<file path="config.mk">
export PLATFORM = sky130hd
export DESIGN_NAME = servo_pwm_array
export DESIGN_NICKNAME = d
export VERILOG_FILES = /design/src/rtl/servo_pkg.sv /design/src/rtl/servo_tick_gen.sv /design/src/rtl/servo_pwm_array.sv
export SDC_FILE = /design/constraint.sdc
export NUM_CORES = 1
export LEC_CHECK = 0
export CORE_AREA = 10 10 143 145
export DETAILED_ROUTE_END_ITERATION = 6
export DIE_AREA = 0 0 153 155
export MAX_ROUTING_LAYER = met4
export PLACE_DENSITY = 0.77
export RECOVER_POWER = 100
export SLEW_MARGIN = 20
export SYNTH_ARGS = -nofsm -noshare
export SYNTH_HDL_FRONTEND = slang
export SYNTH_SLANG_ARGS = --single-unit
export TNS_END_PERCENT = 50
</file>
<file path="constraint.sdc">
create_clock -name clk_i -period 8.45 [get_ports clk_i]
set_input_delay 1.2675 -clock clk_i [delete_from_list [all_inputs] [get_ports clk_i]]
set_output_delay 1.2675 -clock clk_i [all_outputs]
set_load 0.01 [all_outputs]
</file>
<file path="src/rtl/servo_pkg.sv">
// Shared constants, width helpers and position arithmetic for the servo pulse generators.
// Latency: n/a (package only).
// Backpressure: n/a (package only).
package servo_pkg;

    localparam int DEF_NUM_CH      = 8;
    localparam int DEF_POS_W       = 10;
    localparam int DEF_TICK_DIV    = 50;
    localparam int DEF_FRAME_TICKS = 20000;
    localparam int DEF_MIN_TICKS   = 1000;
    localparam int DEF_POS_LIMIT   = 1000;
    localparam int DEF_SLEW_STEP   = 0;

    // Bits needed to hold 0..n-1, never less than one bit.
    function automatic int cnt_width(input int n);
        return (n > 1) ? $clog2(n) : 1;
    endfunction

    localparam int TICK_W  = cnt_width(DEF_TICK_DIV);
    localparam int FRAME_W = cnt_width(DEF_FRAME_TICKS);
    localparam int ADDR_W  = cnt_width(DEF_NUM_CH);

    // Saturate a requested position to the mechanical limit.
    function automatic int clamp_pos(input int val, input int limit);
        return (val > limit) ? limit : val;
    endfunction

    // One frame's worth of movement from cur toward tgt; step 0 jumps straight there.
    // Distances are compared before any add/subtract so the result never wraps.
    function automatic int slew_next(input int cur, input int tgt, input int step);
        if (step == 0) begin
            return tgt;
        end
        if (tgt > cur) begin
            return ((tgt - cur) <= step) ? tgt : cur + step;
        end
        return ((cur - tgt) <= step) ? tgt : cur - step;
    endfunction

endpackage

</file>
<file path="src/rtl/servo_tick_gen.sv">
// Prescaler plus frame tick counter; frame_start is a registered pulse on each frame's first cycle.
// Latency: counters preset to terminal values, so the first frame starts one edge after reset.
// Backpressure: none, free-running.
module servo_tick_gen
    import servo_pkg::*;
#(
    parameter int TICK_DIV    = DEF_TICK_DIV,
    parameter int FRAME_TICKS = DEF_FRAME_TICKS,
    localparam int TW = cnt_width(TICK_DIV),
    localparam int FW = cnt_width(FRAME_TICKS)
) (
    input  logic          clk,
    input  logic          reset,
    output logic          tick,
    output logic          wrap,
    output logic [FW-1:0] frame_cnt,
    output logic          frame_start
);

    logic [TW-1:0] presc;

    assign tick = (presc == TW'(TICK_DIV - 1));
    // wrap is high in the cycle whose closing edge starts a new frame
    assign wrap = tick && (frame_cnt == FW'(FRAME_TICKS - 1));

    // Prescaler, frame counter and the registered frame-start strobe
    always_ff @(posedge clk) begin
        if (reset) begin
            presc       <= TW'(TICK_DIV - 1);
            frame_cnt   <= FW'(FRAME_TICKS - 1);
            frame_start <= 1'b0;
        end else begin
            presc       <= tick ? '0 : presc + TW'(1);
            if (tick) begin
                frame_cnt <= wrap ? '0 : frame_cnt + FW'(1);
            end
            frame_start <= wrap;
        end
    end

endmodule

</file>
<file path="src/rtl/servo_pwm_array.sv">
// Multi-channel hobby-servo pulse generator with per-channel targets, slew limit and enable.
// Latency: writes reach the pulse at the next frame boundary (slew permitting); outputs are flops.
// Backpressure: none; writes are accepted every cycle, out-of-range addresses are dropped.
module servo_pwm_array
    import servo_pkg::*;
#(
    parameter int NUM_CH      = DEF_NUM_CH,
    parameter int POS_W       = DEF_POS_W,
    parameter int TICK_DIV    = DEF_TICK_DIV,
    parameter int FRAME_TICKS = DEF_FRAME_TICKS,
    parameter int MIN_TICKS   = DEF_MIN_TICKS,
    parameter int POS_LIMIT   = DEF_POS_LIMIT,
    parameter int SLEW_STEP   = DEF_SLEW_STEP,
    localparam int AW = cnt_width(NUM_CH),
    localparam int FW = cnt_width(FRAME_TICKS)
) (
    input  logic              clk_i,
    input  logic              reset_i,
    input  logic              wr_en_i,
    input  logic [AW-1:0]     wr_addr_i,
    input  logic [POS_W-1:0]  wr_data_i,
    input  logic [NUM_CH-1:0] enable_i,
    output logic              frame_start_o,
    output logic [NUM_CH-1:0] servo_pulse_o
);

    logic          tick;
    logic          wrap;
    logic [FW-1:0] frame_cnt;
    logic [FW-1:0] cnt_next;

    servo_tick_gen #(
        .TICK_DIV    (TICK_DIV),
        .FRAME_TICKS (FRAME_TICKS)
    ) u_tick_gen (
        .clk         (clk_i),
        .reset       (reset_i),
        .tick        (tick),
        .wrap        (wrap),
        .frame_cnt   (frame_cnt),
        .frame_start (frame_start_o)
    );

    // Frame count as it will read after this edge, so pulses can be registered in step with it
    always_comb begin
        cnt_next = frame_cnt;
        if (wrap) begin
            cnt_next = '0;
        end else if (tick) begin
            cnt_next = frame_cnt + FW'(1);
        end
    end

    for (genvar ch = 0; ch < NUM_CH; ch++) begin : g_ch
        logic [POS_W-1:0] target;
        logic [POS_W-1:0] active;
        logic [POS_W-1:0] active_nxt;
        logic             en_q;
        logic             en_nxt;
        logic             pulse_q;
        logic             wr_hit;

        // Addresses beyond NUM_CH match no channel and are silently dropped
        assign wr_hit = wr_en_i && (wr_addr_i == AW'(ch));

        // Position and enable only change on the frame boundary, keeping pulses glitch-free
        always_comb begin
            active_nxt = active;
            en_nxt     = en_q;
            if (wrap) begin
                active_nxt = POS_W'(slew_next(int'(active), int'(target), SLEW_STEP));
                en_nxt     = enable_i[ch];
            end
        end

        // Channel state and registered pulse; a same-cycle write lands in target after active samples it
        always_ff @(posedge clk_i) begin
            if (reset_i) begin
                target  <= '0;
                active  <= '0;
                en_q    <= 1'b0;
                pulse_q <= 1'b0;
            end else begin
                if (wr_hit) begin
                    target <= POS_W'(clamp_pos(int'(wr_data_i), POS_LIMIT));
                end
                active  <= active_nxt;
                en_q    <= en_nxt;
                pulse_q <= en_nxt && (int'(cnt_next) < (MIN_TICKS + int'(active_nxt)));
            end
        end

        assign servo_pulse_o[ch] = pulse_q;
    end

endmodule
</file>
==> results.ini <==
[worst_setup_path]
crit_arrival_ps = 6050
cp-start-kind = input pin
crit_chain = clkbuf_1, clkbuf_2, nor2_1
regToRegEndpoint = g_ch[6].pulse_q$_SDFF_PP0_
cpMaxStageDelayCell = clkbuf_1
crit_cells = 3
r2r_start = u_tick_gen.frame_cnt[0]$_SDFFE_PP1N_
critPathBufInv = 2
path_max_fanout = 102
crit_start = reset_i
ff2ff_path_depth = 14
cp.required_ps = 8690
critPathKind = in2reg
reg2reg_setup_slack_ps = 3630
cp_top_family = buffers and inverters
crit_end = g_ch[1].active[2]$_SDFF_PP0_
cp_slowest_stage_delay_ps = 2690
endpoint_kind = flop

[pwr]
p_per_area_mw_per_mm2 = 309
power.leakage_nw = 4.86
p_total_mw = 3.49
ir_drop_uv = 215

[cts]
cts_tree = yes
path_clk_slew_ps = 70
clk_latency_ps = 440
numCtsBuffers = 17
cts.path.max_buffers = 2
root_buffer = clkbuf_16
htree_levels = 4
post_cts_buffers = 0
cts_resized = 0
cts_sinks = 198
postCtsHoldBufs = 0

[outcome]
status = complete, but fails checks
violations = capacitance limit, slew limit

[logic_synthesis]
synth_top_family_by_area = simple AND/OR/NAND/NOR gates
syn_area_mm2 = 0.0104
synth_top_area_cell = dfxtp_1
synth-simple-area-share_pct = 21.4
synth_cell_types = 48
yosys-top-cells-area = dfxtp_1, ha_1, nand2_1
ys.warnings.count = 0
synth_enable_flop_cells = 0
ys.flop_type = dfxtp_1
ys_seq_elements = 198
synthCells = 1256
synth_compound_area_share_pct = 14.7
synth_xor_area_share_pct = 4.57
synthMuxAreaShare_pct = 6.28
postSynthAreaPerCell_um2 = 8.25
syn_nets = 1371
synthArstFlopShare_pct = 0
seq_area_frac_synth_pct = 38.3
synthAdderAreaFrac_pct = 11.0
synth_top_area_share_pct = 38.3

[sta]
finClkSkew_ps = 9.15
slew_violations = 194
timing.setup.tns_ps = 0
fmax_mhz = 172
period_minus_slack_ps = 5810
report.final.hold_viol_count = 0
worst_slack_ps = 2640
slew_headroom_pct = -161
hold_slack_ps = 455
rsz0062_at_grt = false
tightest_slew_ps = 3920
setup_violations = 0
period_share_pct = 68.8

[layout]
drive_gt1_share_pct = 6.21
area_growth_syn_to_layout_pct = 9.28
fin_cells = 1486
layout_commonest_cell = nand2_1
insertedDiodeCount = 0
layout.nets = 1360
layout_common_cells = nand2_1, dfxtp_1, a21oi_1, nor2_1, ha_1
fill_cells = 1499

[floorplanning]
fp.dieH_um = 155
start_util_pct = 58.7
io_pins = 33
die_area_mm2 = 0.0237
die_w_um = 153
core_mm2 = 0.0177
rows = 49

[placement]
dpl.cell_count = 1455
dpl.hpwl_um = 18100
io_buffer_count = 32
place.gp.congestion = 0.900
dpl_worst_slack_ps = 3710

[grt]
grt_pass1_vias = 8457
grt_overflow = 0
grt_max_degree = 103
track_usage_pct = 23.6
antenna_found_initial = 0
grt_pass1_wl_um = 44200

[routing]
drtIter0Drc = 809
first_pass_iters = 6
final_antenna_net_count = 0
routed_wl_um = 27900
vias_per_cell = 5.97
vias = 8875
route.detailed.drc = 0
routedWlPerCell_um = 18.8

[flow_run]
drv_cap = 2

[min_path]
hold_path_class = reg2reg

[worst min path at each step]
stage	to	from	cells past startpoint	slack, ps
after floorplan	g_ch[0].target[1]$_SDFFE_PP0P_	g_ch[0].target[1]$_SDFFE_PP0P_	2	440
after global placement	g_ch[5].target[1]$_SDFFE_PP0P_	g_ch[5].target[1]$_SDFFE_PP0P_	2	440
after detailed placement	g_ch[3].target[7]$_SDFFE_PP0P_	g_ch[3].target[7]$_SDFFE_PP0P_	2	450
after CTS	g_ch[3].target[7]$_SDFFE_PP0P_	g_ch[3].target[7]$_SDFFE_PP0P_	2	460
after global routing	g_ch[0].target[7]$_SDFFE_PP0P_	g_ch[0].target[7]$_SDFFE_PP0P_	2	470
final	g_ch[0].target[1]$_SDFFE_PP0P_	g_ch[0].target[1]$_SDFFE_PP0P_	2	460
[cells by family (layout without fill, tap and decap cells)]
logic type / count (synthesis) / count (layout)
adder cells (fa/ha/maj): 91 / 91
XOR/XNOR: 54 / 54
buffers and inverters: 91 / 92
AO/OA/AOI/OAI: 251 / 251
flip-flops: 198 / 198
multiplexers: 64 / 64
AND/OR/NAND/NOR: 507 / 507
[power breakdown]
group	switching [mW]	internal (mW)
sequential	0.0511	0.988
combinational	1.05	0.583
clock	0.365	0.459
[layout make-up]
cell class | count | area [um^2] | area share, %
multi-input combinational | 967 | 6000 | 53.0
clock buffer | 20 | 467 | 4.12
clock inverter | 11 | 121 | 1.07
timing repair buffer | 47 | 424 | 3.75
sequential | 198 | 3960 | 35.0
tap | 229 | 287 | 2.53
inverter | 14 | 52.6 | 0.464
[sequential cells by signal (all words and copies together), names as in the netlist]
signal                  cells
g_ch.target                80
g_ch.active                80
u_tick_gen.frame_cnt       15
u_tick_gen.presc            6
u_tick_gen.frame_start      1
g_ch.en_q                   8
g_ch.pulse_q                8
[through the flow]
| stage | util (%) | area (um^2) |
|---|---|---|
| 6_report | 64.1 | 11300 |
| 5_1_grt | 64.1 | 11300 |
| 4_1_cts | 64.3 | 11300 |
| 3_5_place_dp | 60.9 | 10800 |
| 3_3_place_gp | 60.9 | 10800 |
| 2_1_floorplan | - | 10400 |
[per-layer routing]
layer	vias to the layer above	GRT usage (%)	wire length (um)
li1	4338	-	-
met1	4204	29.7	12700
met2	272	37.1	12800
met3	61	3.72	1530
met4	0	9.90	911
met5	-	-	0
[cells in the mapped netlist (9+ instances only)]
master    number
a211oi_1       9
nor3_1        37
mux2i_1       56
a21oi_1      157
a21o_1        17
xor2_1        20
a211o_1        9
clkbuf_1      54
nand2_1      256
inv_1         14
a31oi_1        9
ha_1          91
nand3_1       42
nand4_1       23
nor2_1       107
o21ai_0       20
xnor2_1       34
dfxtp_1      198
[worst register-to-register path, delay by kind of cell (launching register included)]
kind            cells  cell delay [ps]
compound gates      5              900
fa+ha+maj           2              620
mux                 1              420
xor+xnor            1              170
simple gates        4             1560
flops               1              640
buf+inv             1              460
Note: power is estimated with default switching activity, not from simulation.
